$ cat config.mk
export PLATFORM = sky130hd
export DESIGN_NAME = filter_seq_ctrl_flat
export DESIGN_NICKNAME = d
export VERILOG_FILES = /design/src/rtl/filter_seq_ctrl_if.sv /design/src/rtl/filter_seq_ctrl.sv /design/src/flat_wrapper.sv
export SDC_FILE = /design/constraint.sdc
export NUM_CORES = 1
export LEC_CHECK = 0
export ABC_AREA = 1
export CAP_MARGIN = 10
export CORE_ASPECT_RATIO = 0.8
export CORE_MARGIN = 5
export CORE_UTILIZATION = 31
export CTS_CLUSTER_SIZE = 40
export DETAILED_ROUTE_END_ITERATION = 6
export DONT_BUFFER_PORTS = 1
export HOLD_SLACK_MARGIN = 0.1
export PLACE_DENSITY = 0.43
export SYNTH_ARGS = -nofsm -noshare
export SYNTH_HDL_FRONTEND = slang
export SYNTH_SLANG_ARGS = --single-unit
export TNS_END_PERCENT = 100
$ cat constraint.sdc
create_clock -name clk -period 1.3 [get_ports clk]
set_input_delay 0.065 -clock clk [delete_from_list [all_inputs] [get_ports clk]]
set_output_delay 0.065 -clock clk [all_outputs]
set_load 0.02 [all_outputs]
$ cat src/rtl/filter_seq_ctrl_if.sv
// filter_seq_ctrl_if
//   Groups the sequencer's control inputs and datapath-control outputs.
//   master : the side that issues en / sample_tick / ovr_clr and observes the
//            strobes (a testbench or a surrounding filter top level).
//   slave  : the sequencer itself (filter_seq_ctrl).
//   Signals
//     en, sample_tick, ovr_clr          master -> slave
//     in_ld, mac_clr, mac_en, tap_idx,
//     shift_en, out_ld, done, busy,
//     overrun, sample_cnt               slave -> master
interface filter_seq_ctrl_if #(
  parameter int AW = 3,
  parameter int CW = 16
);
  logic          en;
  logic          sample_tick;
  logic          ovr_clr;
  logic          in_ld;
  logic          mac_clr;
  logic          mac_en;
  logic [AW-1:0] tap_idx;
  logic          shift_en;
  logic          out_ld;
  logic          done;
  logic          busy;
  logic          overrun;
  logic [CW-1:0] sample_cnt;

  modport master (
    output en, sample_tick, ovr_clr,
    input  in_ld, mac_clr, mac_en, tap_idx, shift_en, out_ld, done, busy,
           overrun, sample_cnt
  );

  modport slave (
    input  en, sample_tick, ovr_clr,
    output in_ld, mac_clr, mac_en, tap_idx, shift_en, out_ld, done, busy,
           overrun, sample_cnt
  );
endinterface

$ cat src/rtl/filter_seq_ctrl.sv
// filter_seq_ctrl
//   Moore sequencer for a time-multiplexed FIR filter. Each accepted sample
//   tick walks IDLE -> LOAD -> MAC (N_TAPS cycles) -> SHIFT -> OUT -> IDLE,
//   driving the load / clear / accumulate / shift strobes of the datapath.
//   Ticks that arrive while a sample is in flight are dropped and recorded in
//   a sticky overrun flag.
//   Ports
//     clk  : clock, rising edge
//     rst  : asynchronous, active-high reset
//     bus  : filter_seq_ctrl_if.slave (en, sample_tick, ovr_clr in;
//            in_ld, mac_clr, mac_en, tap_idx, shift_en, out_ld, done, busy,
//            overrun, sample_cnt out)
//   Parameters
//     N_TAPS : taps per sample, 2..2**AW
//     AW     : tap index width
//     CW     : completed-sample counter width (wraps modulo 2**CW)
module filter_seq_ctrl #(
  parameter int N_TAPS = 5,
  parameter int AW     = 3,
  parameter int CW     = 16
) (
  input  logic               clk,
  input  logic               rst,
  filter_seq_ctrl_if.slave   bus
);

  typedef enum logic [2:0] {
    IDLE,
    LOAD,
    MAC,
    SHIFT,
    OUT
  } state_t;

  localparam logic [AW-1:0] LAST_TAP = AW'(N_TAPS - 1);

  state_t        state_q, state_d;
  logic [AW-1:0] idx_q, idx_d;
  logic [CW-1:0] cnt_q;
  logic          ovr_q;
  logic          busy;

  // State and tap index register.
  // NOTE: sequential state uses non-blocking assignments so every register
  // samples pre-edge values, independent of process ordering.
  always_ff @(posedge clk or posedge rst) begin
    if (rst) begin
      state_q <= IDLE;
      idx_q   <= '0;
    end else begin
      state_q <= state_d;
      idx_q   <= idx_d;
    end
  end

  // Next-state and tap-index logic. The index is forced back to 0 when MAC
  // exits, so the registered value itself reads 0 in every other state.
  // NOTE: every signal is given a default first so no path leaves it
  // unassigned, which would otherwise infer a latch.
  always_comb begin
    state_d = state_q;
    idx_d   = idx_q;
    unique case (state_q)
      IDLE: begin
        if (bus.sample_tick && bus.en) state_d = LOAD;
      end
      LOAD: begin
        idx_d   = '0;
        state_d = MAC;
      end
      MAC: begin
        if (idx_q == LAST_TAP) begin
          idx_d   = '0;
          state_d = SHIFT;
        end else begin
          idx_d = idx_q + 1'b1;
        end
      end
      SHIFT: state_d = OUT;
      OUT:   state_d = IDLE;
      default: begin
        state_d = IDLE;
        idx_d   = '0;
      end
    endcase
  end

  assign busy = (state_q != IDLE);

  // Completed-sample counter advances on the edge that leaves OUT.
  always_ff @(posedge clk or posedge rst) begin
    if (rst) begin
      cnt_q <= '0;
    end else if (state_q == OUT) begin
      cnt_q <= cnt_q + 1'b1;
    end
  end

  // Sticky overrun: a tick seen while busy (including the OUT cycle) sets it;
  // set takes priority over a coincident clear.
  always_ff @(posedge clk or posedge rst) begin
    if (rst) begin
      ovr_q <= 1'b0;
    end else if (bus.sample_tick && busy) begin
      ovr_q <= 1'b1;
    end else if (bus.ovr_clr) begin
      ovr_q <= 1'b0;
    end
  end

  // Moore outputs decoded from registered state only.
  assign bus.in_ld      = (state_q == LOAD);
  assign bus.mac_clr    = (state_q == LOAD);
  assign bus.mac_en     = (state_q == MAC);
  assign bus.tap_idx    = idx_q;
  assign bus.shift_en   = (state_q == SHIFT);
  assign bus.out_ld     = (state_q == OUT);
  assign bus.done       = (state_q == OUT);
  assign bus.busy       = busy;
  assign bus.overrun    = ovr_q;
  assign bus.sample_cnt = cnt_q;

endmodule

$ cat src/flat_wrapper.sv
// flat-port wrapper written by rule: the top's interface ports become plain ports
module filter_seq_ctrl_flat 
#(
  parameter int N_TAPS = 5,
  parameter int AW     = 3,
  parameter int CW     = 16
)
  (clk, rst, bus_en, bus_sample_tick, bus_ovr_clr, bus_in_ld, bus_mac_clr, bus_mac_en, bus_tap_idx, bus_shift_en, bus_out_ld, bus_done, bus_busy, bus_overrun, bus_sample_cnt);
  filter_seq_ctrl_if #(.AW(AW), .CW(CW)) bus_i ();
  input  logic clk;
  input  logic rst;
  input wire logic [$bits(bus_i.en)-1:0] bus_en;
  input wire logic [$bits(bus_i.sample_tick)-1:0] bus_sample_tick;
  input wire logic [$bits(bus_i.ovr_clr)-1:0] bus_ovr_clr;
  output wire logic [$bits(bus_i.in_ld)-1:0] bus_in_ld;
  output wire logic [$bits(bus_i.mac_clr)-1:0] bus_mac_clr;
  output wire logic [$bits(bus_i.mac_en)-1:0] bus_mac_en;
  output wire logic [$bits(bus_i.tap_idx)-1:0] bus_tap_idx;
  output wire logic [$bits(bus_i.shift_en)-1:0] bus_shift_en;
  output wire logic [$bits(bus_i.out_ld)-1:0] bus_out_ld;
  output wire logic [$bits(bus_i.done)-1:0] bus_done;
  output wire logic [$bits(bus_i.busy)-1:0] bus_busy;
  output wire logic [$bits(bus_i.overrun)-1:0] bus_overrun;
  output wire logic [$bits(bus_i.sample_cnt)-1:0] bus_sample_cnt;
  assign bus_i.en = bus_en;
  assign bus_i.sample_tick = bus_sample_tick;
  assign bus_i.ovr_clr = bus_ovr_clr;
  assign bus_in_ld = bus_i.in_ld;
  assign bus_mac_clr = bus_i.mac_clr;
  assign bus_mac_en = bus_i.mac_en;
  assign bus_tap_idx = bus_i.tap_idx;
  assign bus_shift_en = bus_i.shift_en;
  assign bus_out_ld = bus_i.out_ld;
  assign bus_done = bus_i.done;
  assign bus_busy = bus_i.busy;
  assign bus_overrun = bus_i.overrun;
  assign bus_sample_cnt = bus_i.sample_cnt;
  filter_seq_ctrl #(.N_TAPS(N_TAPS), .AW(AW), .CW(CW)) u_core (.clk(clk), .rst(rst), .bus(bus_i));
endmodule
### Yosys cells after proc, flatten, opt, wreduce, memory -nomap -nowiden

Index checks and enable logic that the tools add are counted.

* flip-flop bits (word level): 23
* input port bits: 5
* output and inout port bits: 27
* word-level logic and storage cells: 27

* add/subtract/negate cells: 2
* equal/unequal tests: 7
* muxes and demuxes: 7
* reductions and logical operators: 7

Operators by type and width (number)
* $add 16x1->16 const B: 1
* $pmux 3 s4: 1
* $mux 3: 3
* $eq 3x2->1 const B: 2
* $eq 3x3->1 const B: 2
* $pmux 3 s2: 1
* $ne 2x1->1 const B: 2
* $add 3x1->3 const B: 1
* $eq 3x1->1 const B: 1
* $logic_not 3->1: 1
* $reduce_bool 3->1: 1
* $reduce_or 3->1: 1
* $logic_and 1x1->1: 2
* $mux 1: 2
* $reduce_and 2->1: 1
* $reduce_bool 2->1: 1

### Logic depth before layout (Yosys ltp)

Gate-level depths: netlist (run 1).

* word-level depth: 3
* gate-level depth with buffers: 8
* mapped depth without buffers: 8

### Worst setup path before layout (run 1)

Ideal clock, no wire load.

* path type: register to register
* from: reg u_core.state_q[2]
* to: reg u_core.state_q[0]
* library setup time: 0.121 ns
* arrival time: 1.219 ns
* required time: 1.179 ns
* setup slack: -0.041 ns
* cell stages (with the launch flop): 6
* path buffers: 0
* clock period less this slack: 1.341 ns
* cells stage by stage: dfrtp_1 inv_1 nand2_1 nor2_1 nand2_1 nor3b_1

* longest elaborated chain between the ends: 3
* elaborated cells between the ends (all ways): 8
* classes of those cells: eq/ne (5); mux (1); reduce/logical (2)

RTL lines
* start: declaration: line filter_seq_ctrl.sv:37 `state_t state_q, state_d;`
* start signal: assignment: line filter_seq_ctrl.sv:51 `state_q <= state_d;`
* $eq 3x2->1 *
* via bus_mac_en: line flat_wrapper.sv:17 `output wire logic [$bits(bus_i.mac_en)-1:0] bus_mac_en;`
* $ne 2x1->1 (no source line)
* $reduce_and 2->1 (no source line)

Mark *: on every way through the listed nets, which the timed path passes. The rest lies on a longest branch.
A chain may end at the register's enable or synchronous reset.

### Worst setup path in the final report (run 1)

* from: reg u_core.state_q[1]
* to: out bus_out_ld

* longest elaborated chain between the ends: 1

RTL lines
* $eq 3x3->1
* end: declaration: line flat_wrapper.sv:20 `output wire logic [$bits(bus_i.out_ld)-1:0] bus_out_ld;`

No other way between the ends.

==> results_dict.tcl, run 1 <==
set metrics [dict create \
    dp_hpwl_um 2060 \
    clock_latency_ns 0.27 \
    synthTopCellsByArea "dfrtp_1 (48%), nand2_1 (13%), inv_1 (7.5%), nand3_1 (5.0%), xor2_1 (4.4%)" \
    p_per_area_nw_per_um2 1570 \
    synth_xor_area_share_pct 6.54 \
    finalClockSkew_ns 0.00284 \
    routedWlPerCell_um 11.8 \
    crit_fanout 4 \
    setup_ws_ns 0.0256 \
    coreArea_sq_um 3780 \
    place_area_sq_um 1440 \
    initial_utilization_pct 31.9 \
    yosysWarningCount 0 \
    synth_fa_ha_area_share_pct 3.12 \
    status "complete, no violations" \
    yosysUniqueCellTypes 21 \
    synth_common_cells "nand2_1 (41), inv_1 (24), dfrtp_1 (23), nand3_1 (12), nor2_1 (10)" \
    setup_tns_ns 0 \
    yosysTopAreaCellShare_pct 47.8 \
    synth_simple_gate_area_share_pct 30.4 \
    period_share_pct 98.0 \
    numCtsBuffers 3 \
    power.total_mw 2.63 \
    synth-async-reset-ratio_pct 100 \
    maxCapViolCount 0 \
    insertedDiodeCount 0 \
    syn_area_sq_um 1200 \
    synth_enable_flop_cells 0 \
    io_buffers 0 \
    via_count 1017 \
    worst_pin_slew_ns 0.378 \
    pre_cts_ws_ns 0.0185 \
    rsz0062_at_grt "true" \
    die-area_sq_um 5240 \
    drive_above_1_share_pct 33.2 \
    critPathArrivalTime_ns 1.21 \
    power.leakage_nw 0.826 \
    die_w_um 79.7 \
    grt_pass1_vias 944 \
    place.gp.congestion 0.757 \
    final_area_sq_um 1670 \
    clock-root-buffer "clkbuf_8" \
    nFillCells 381 \
    dp.cells 221 \
    synth_seq_cells 23 \
    cts.reportedPaths.clkPinSlew_ns 0.09 \
    syn_nets 154 \
    crit_type "flip-flop to primary output" \
    drt_iter0_markers 46 \
    synth_cells 146 \
    antenna_found_initial 0 \
    ios 32 \
    totalWireLength_um 2830 \
    grt_util_all_layers_pct 11.2 \
    utilization_pct 44.3 \
    slew_headroom_pct 74.7 \
    yosysMostFrequentCell "nand2_1" \
    fin_nets 193 \
    grt_pass1_wl_um 4530 \
    worstSetupStartpoint "u_core.state_q[1]" \
    synth_top_family_by_area "simple AND/OR/NAND/NOR gates" \
    cts_buffer_depth 2 \
    r2r-start "u_core.state_q[1]" \
    finalCriticalPeriod_ns 1.27 \
    hold_ws_ns 0.134 \
    start_kind "flip-flop" \
    first_pass_iters 4 \
    vdd_drop_max_mv 0.812 \
    remaining_drc_errors 0 \
    slew_violations 0 \
    globalRouteOverflowTotal 0 \
    fmax_mhz 785 \
    syn_avg_cell_area_sq_um 8.25 \
    syn_to_final_growth_pct 38.9 \
    hold_class "input pin to asynchronous set/reset pin" \
    htree_levels 1 \
    clock_sinks 23 \
    synth_top_cell_by_area "dfrtp_1" \
    hold_violations 0 \
    cts_tree "yes" \
    synth_flop_cell "dfrtp_1" \
    setup_viol 0 \
    yosysSeqAreaShare_pct 47.8 \
    viasPerCell 4.26 \
    critPathCaptureType "primary output" \
    synth-compound-area-share_pct 2.49 \
    fin_cells 239 \
    antenna_left 0 \
    grt_max_degree 19 \
    synth_mux_area_share_pct 0 \
    die_h_um 65.8 \
    rows 20 \
    critPathRequiredTime_ns 1.24 \
]
[metal layers]
layer	up-vias	global-route usage, %	routed length, um
li1	525	-	-
met1	467	15.9	1410
met2	23	16.0	1190
met3	2	5.07	217
met5	-	0	0
met4	0	1.29	4
[layout make-up]
cell class / instances / area, sq um / area share, %
multi-input combinational: 96 / 568 / 33.9
timing repair buffer: 37 / 319 / 19.1
sequential: 23 / 582 / 34.8
clock inverter: 1 / 5.00 / 0.299
clock buffer: 3 / 41.3 / 2.47
inverter: 24 / 90.1 / 5.38
tap: 55 / 68.8 / 4.11
[layout by cell type (no fill, tap or decap), drive strengths merged]
cell type,instances
buf,33
ha,3
clkbuf,3
dlygate4sd3,4
nand4,6
nor2,13
xor2,6
nor3b,1
nand2,43
dfrtp,23
xnor2,3
a21oi,1
inv,24
or2,1
nand3b,1
clkinv,1
o21ai,5
nor3,1
nand3,12
[logic make-up after synthesis]
family,Yosys count
simple gates,78
flops,23
xor+xnor,9
fa+ha+maj,3
compound gates,6
buf+inv,27
[where the power goes]
part / leakage, nW / switching, mW / total [mW] / internal [mW]
Combinational: 0.496 / 0.599 / 1.09 / 0.487
Sequential: 0.304 / 0.217 / 1.08 / 0.868
Clock: 0.0255 / 0.249 / 0.463 / 0.214
Total: 0.826 / 1.07 / 2.63 / 1.57
[state kept, by name, indices dropped and copies added (netlist names)]
register / flops
u_core.bus.sample_cnt: 16
u_core.bus.overrun: 1
u_core.bus.tap_idx: 3
u_core.state_q: 3
[final timing paths]
kind	slack, ns	endpoint	depth (start not counted)
max	0.03	bus_out_ld	4
min	0.13	u_core.bus.overrun	2
max reg2reg	0.03	u_core.bus.sample_cnt[3]	6
min reg2reg	0.54	u_core.bus.sample_cnt[0]	1
max in group asynchronous	0.64	u_core.bus.sample_cnt[1]	3
min in group clk	0.44	u_core.bus.overrun	2
[critical path: stages (launching register included)]
cell	delay, ns
dfrtp_2	0.45
nor2_4	0.14
nand2_4	0.09
inv_2	0.12
buf_12	0.14
[timing repair]
action                                  in CTS  in global routing
pin swaps                                    1                  4
hold buffers                                 4                  0
endpoints found under the setup margin       7                 18
resized for setup                            5                 20
endpoints found under the hold margin       25                  0
gates cloned                                 0                  0
buffers inserted                             0                 10
Note: power is estimated with default switching activity, not from simulation.
==> run 2, diff against run 1 <==
- CORE_ASPECT_RATIO: 0.8 -> 0.7
- GPL_ROUTABILITY_DRIVEN: unset -> 0
==> run 2 against run 1 <==
Effect of this change:
- non-clock buffer count up 2
- register-to-register slack about the same
- via count up 2.9%
- global-route usage down 0.077 points
- largest cell class unchanged
- worst setup slack worse by 0.010 ns
- clock skew down 0.00091 ns
- final cell count down 0.42%
- sequential power about the same
- final area down 0.75%
==> results_dict.tcl, run 2 (same netlist as run 1, synthesis figures left out) <==
set metrics [dict create \
    cts.reportedPaths.clkPinSlew_ns 0.08 \
    drt_iter0_markers 44 \
    pre_cts_ws_ns -0.0207 \
    grt_pass1_wl_um 4660 \
    hold_violations 0 \
    insertedDiodeCount 0 \
    viasPerCell 4.39 \
    fin_nets 195 \
    worstRegToRegCells 6 \
    path_delay_family "flip-flops" \
    die-area_sq_um 5250 \
    first_pass_iters 4 \
    utilization_pct 43.4 \
    antenna_left 0 \
    grt_max_degree 24 \
    clock_sinks 23 \
    status "complete, no violations" \
    crit_type "flip-flop to primary output" \
    die_h_um 62.2 \
    numCtsBuffers 3 \
    maxCapViolCount 0 \
    hold_class "input pin to asynchronous set/reset pin" \
    power.leakage_nw 0.837 \
    dp_hpwl_um 2110 \
    clock_latency_ns 0.26 \
    slew_headroom_pct 74.4 \
    endpoint "bus_mac_en" \
    hold_ws_ns 0.277 \
    finalCriticalPeriod_ns 1.28 \
    cp_slowest_stage_delay_ns 0.45 \
    critPathArrivalTime_ns 1.22 \
    mostFrequentLayoutCells "nand2_1 (39), buf_4 (28), inv_1 (22)" \
    layout_commonest_cell "nand2_1" \
    critPathRequiredTime_ns 1.24 \
    remaining_drc_errors 0 \
    largest_reg_flops 16 \
    clock-root-buffer "clkbuf_8" \
    totalWireLength_um 2830 \
    die_w_um 84.5 \
    rows 19 \
    grt_util_all_layers_pct 11.2 \
    crit_cells 5 \
    worstSetupStartpoint "u_core.state_q[2]" \
    syn_to_final_growth_pct 37.9 \
    setup_viol 0 \
    antenna_found_initial 0 \
    cpMostUsedCell "buf_6" \
    rsz0062_at_grt "true" \
    setup_ws_ns 0.0155 \
    r2r-start "u_core.state_q[0]" \
    critPathCaptureType "primary output" \
    io_buffers 0 \
    p_per_area_nw_per_um2 1610 \
    final_area_sq_um 1660 \
    slew_violations 0 \
    drive_above_1_share_pct 31.7 \
    cp_num_buf_inv 3 \
    initial_utilization_pct 31.5 \
    worst_pin_slew_ns 0.382 \
    power.total_mw 2.67 \
    via_count 1046 \
    htree_levels 1 \
    globalRouteOverflowTotal 0 \
    slowest_stage "dfrtp_2" \
    ios 32 \
    vdd_drop_max_mv 0.679 \
    crit_fanout 5 \
    period_share_pct 98.8 \
    routedWlPerCell_um 11.9 \
    r2r_end "u_core.bus.sample_cnt[7]" \
    r2r_slack_ns 0.03 \
    cts_tree "yes" \
    cp_cell_sequence "inv_2, nand2_2, nor2_4, buf_6, buf_6" \
    cts_buffer_depth 2 \
    grt_pass1_vias 964 \
    fmax_mhz 778 \
    place_area_sq_um 1460 \
    coreArea_sq_um 3830 \
    start_kind "flip-flop" \
    finalClockSkew_ns 0.00193 \
]
## run 2: tightest hold or removal path: cells and delay by family
kind / cells / cell delay, ns
buf+inv: 3 / 0.88
## run 2: worst min-delay path by stage
stage | start | endpoint | slack (ns)
final | rst | u_core.bus.tap_idx[1] | 0.28
after global routing | rst | u_core.bus.sample_cnt[11] | 0.31
after CTS | rst | u_core.bus.tap_idx[1] | 0.28
after detailed placement | rst | u_core.bus.tap_idx[1] | 0.03
after global placement | rst | u_core.bus.tap_idx[1] | 0.03
after floorplan | rst | u_core.bus.overrun | 0.07
## run 2: area by class of cell
class	count	area (sq um)
repair buffers	39	329
fillers	386	2170
flip-flops and latches	23	582
clock buffers	4	45.0
multi-input cells	96	548
inverters	24	92.6
well taps	52	65.1
## run 2: routing by layer
layer / up-vias / share of wire [%] / GRT usage (%) / wire length (um)
met5: - / 0 / 0 / 0
met4: 0 / 0.95 / 2.96 / 27
met3: 4 / 7.5 / 4.49 / 211
met2: 25 / 43 / 15.7 / 1220
met1: 486 / 49 / 15.8 / 1380
li1: 531 / - / - / -
## run 2: per-stage QoR
step,instances,setup TNS [ns]
6_report,238,0
5_1_grt,238,-0.330
4_1_cts,234,-0.0366
3_5_place_dp,223,-0.0207
3_3_place_gp,223,0
2_1_floorplan,146,-0.0777
## run 2: report_power, final
| group | switching (mW) | internal (mW) | total [mW] |
|---|---|---|---|
| clock network | 0.229 | 0.219 | 0.448 |
| registers | 0.193 | 0.868 | 1.06 |
| logic | 0.638 | 0.526 | 1.16 |
## run 2: timing repair
item | CTS | global route
endpoints found under the setup margin | 6 | 17
setup buffers | 3 | 4
pin swaps | 2 | 6
hold buffers | 4 | 0
endpoints found under the hold margin | 25 | 0
gates resized for setup | 4 | 18
==> run 3, diff against run 2 <==
- ABC_AREA: 1 -> 0
- clock period: 1.3 -> 1.53 ns (I/O delays scaled with it)
==> run 3 against run 2 <==
Effect of this change:
- register-to-register slack better by 0.06 ns
- clock skew rose by 0.0015 ns
- via count decreased by 20%
- synthesized cell count fell by 28%
- die area shrank 4.1%
- sequential power shrank 21%
- sequential share of layout area is 2.9 points higher
- final cell count down 22%
- worst setup slack improved by 0.074 ns
- critical path type is now flip-flop to flip-flop
- critical endpoint is now u_core.bus.sample_cnt[8]
- largest cell class unchanged
==> results_dict.tcl, run 3 <==
set metrics [dict create \
    synth_common_cells "dfrtp_1 (23), nand2_1 (12), xor2_1 (8), xnor2_1 (7)" \
    pre_cts_ws_ns -0.0902 \
    slew_violations 0 \
    largest_reg_flops 16 \
    synth_cells 105 \
    finalClockSkew_ns 0.00340 \
    yosysTopAreaCellShare_pct 50.2 \
    clock_latency_ns 0.26 \
    worst_pin_slew_ns 0.398 \
    initial_utilization_pct 32.4 \
    syn_area_sq_um 1150 \
    globalRouteOverflowTotal 0 \
    cp_cell_sequence "nand4bb_4, nor3_2, and3_2, xor2_1" \
    r2r-start "u_core.state_q[1]" \
    crit_type "flip-flop to flip-flop" \
    cts_buffer_depth 2 \
    syn_to_final_growth_pct 33.2 \
    slowest_stage "dfrtp_2" \
    synth_enable_flop_cells 0 \
    status "complete, no violations" \
    synth_seq_cells 23 \
    yosysWarningCount 0 \
    dp_hpwl_um 1860 \
    syn_avg_cell_area_sq_um 10.9 \
    critPathCaptureType "flip-flop" \
    rsz0062_at_grt "false" \
    cts_tree "yes" \
    antenna_left 0 \
    antenna_found_initial 0 \
    finalCriticalPeriod_ns 1.44 \
    numCtsBuffers 3 \
    clock_sinks 23 \
    fin_nets 145 \
    totalWireLength_um 2410 \
    drive_above_1_share_pct 39.7 \
    grt_pass1_wl_um 4020 \
    hold_violations 0 \
    ios 32 \
    p_per_area_nw_per_um2 1400 \
    worstSetupStartpoint "u_core.state_q[1]" \
    synth_flop_cell "dfrtp_1" \
    rows 18 \
    power.total_mw 2.13 \
    die_w_um 82.7 \
    grt_pass1_vias 827 \
    first_pass_iters 4 \
    synth-async-reset-ratio_pct 100 \
    die_h_um 60.9 \
    yosysMostFrequentCell "dfrtp_1" \
    crit_fanout 6 \
    drt_iter0_markers 16 \
    setup_tns_ns 0 \
    fmax_mhz 694 \
    coreArea_sq_um 3540 \
    clock-root-buffer "clkbuf_8" \
    htree_levels 1 \
    start_kind "flip-flop" \
    syn_nets 113 \
    synthTopCellsByArea "dfrtp_1 (50%), xor2_1 (6.1%), xnor2_1 (5.3%), nand2_1 (3.9%), nor4_4 (3.7%)" \
    power.leakage_nw 0.764 \
    hold_class "input pin to asynchronous set/reset pin" \
    cts.reportedPaths.clkPinSlew_ns 0.08 \
    vdd_drop_max_mv 0.657 \
    period_share_pct 94.2 \
    slew_headroom_pct 73.4 \
    synth_top_cell_by_area "dfrtp_1" \
    via_count 835 \
    routedWlPerCell_um 13.0 \
    viasPerCell 4.49 \
    yosysUniqueCellTypes 29 \
    io_buffers 0 \
    cp_slowest_stage_delay_ns 0.43 \
    critPathArrivalTime_ns 1.62 \
    setup_viol 0 \
    maxCapViolCount 0 \
    mostFrequentLayoutCells "buf_4 (27), dfrtp_1 (20), nand2_1 (10)" \
    remaining_drc_errors 0 \
    insertedDiodeCount 0 \
    critPathRequiredTime_ns 1.71 \
    grt_util_all_layers_pct 10.7 \
    setup_ws_ns 0.0894 \
    yosysSeqAreaShare_pct 50.2 \
    layout_commonest_cell "buf_4" \
    grt_max_degree 24 \
    die-area_sq_um 5040 \
]
-- run 3: final cells by class --
cell class | count | area (sq um)
tap | 50 | 62.6
timing repair buffer | 33 | 265
fill | 360 | 2010
clock buffer | 4 | 45.0
inverter | 5 | 18.8
sequential | 23 | 579
multi-input combinational | 71 | 557
-- run 3: through the flow --
step / instances / utilization, % / hold WS, ns / cell area, sq um
4_1_cts: 183 / 41.7 / 0.310 / 1470
3_5_place_dp: 174 / 38.4 / 0.0322 / 1360
2_1_floorplan: 105 / - / 0.0784 / 1150
5_1_grt: 186 / 43.2 / 0.357 / 1530
6_report: 186 / 43.2 / 0.305 / 1530
3_3_place_gp: 174 / 38.4 / 0.0312 / 1360
-- run 3: timing repair --
| item | in CTS | in global routing |
|---|---|---|
| hold buffers | 4 | 0 |
| pin swaps | 3 | 4 |
| setup buffers | 1 | 3 |
| gates resized for setup | 7 | 10 |
| endpoints found under the setup margin | 10 | 9 |
| endpoints found under the hold margin | 25 | 0 |
-- run 3: final timing paths --
check	slack [ns]	cells after the start	endpoint
min reg2reg	0.53	1	u_core.bus.sample_cnt[6]
min in group clk	0.46	2	u_core.bus.overrun
max in group asynchronous	0.98	3	u_core.state_q[1]
max reg2reg	0.09	4	u_core.bus.sample_cnt[8]
min	0.30	3	u_core.bus.sample_cnt[8]
max	0.09	4	u_core.bus.sample_cnt[8]
-- run 3: cell families (layout without fill, tap and decap cells) --
| logic type | count (synthesis) | in the layout | share of synthesized area (%) |
|---|---|---|---|
| buffers and inverters | 11 | 42 | 5.12 |
| adder cells (fa/ha/maj) | 3 | 3 | 3.27 |
| AND/OR/NAND/NOR | 42 | 42 | 24.1 |
| multiplexers | 1 | 1 | 0.981 |
| flip-flops | 23 | 23 | 50.2 |
| AO/OA/AOI/OAI | 10 | 10 | 4.91 |
| XOR/XNOR | 15 | 15 | 11.5 |
-- run 3: layer usage --
layer | vias to the layer above | GRT usage (%) | wire (um)
met5 | - | 0 | 0
met2 | 16 | 14.6 | 935
li1 | 414 | - | -
met4 | 0 | 2.10 | 17
met3 | 2 | 4.01 | 151
met1 | 403 | 16.0 | 1310
-- run 3: worst max-delay path: cells and delay by family, from the launching register on --
kind	cells	cell delay (ns)
AND/OR/NAND/NOR	3	0.80
XOR/XNOR	1	0.14
flip-flops	1	0.43
-- run 3: where the power goes --
group / total (mW) / internal, mW / leakage [nW] / switching, mW
Combinational: 0.941 / 0.445 / 0.434 / 0.497
Clock: 0.359 / 0.185 / 0.0228 / 0.173
Sequential: 0.835 / 0.720 / 0.307 / 0.115
Total: 2.13 / 1.35 / 0.764 / 0.785
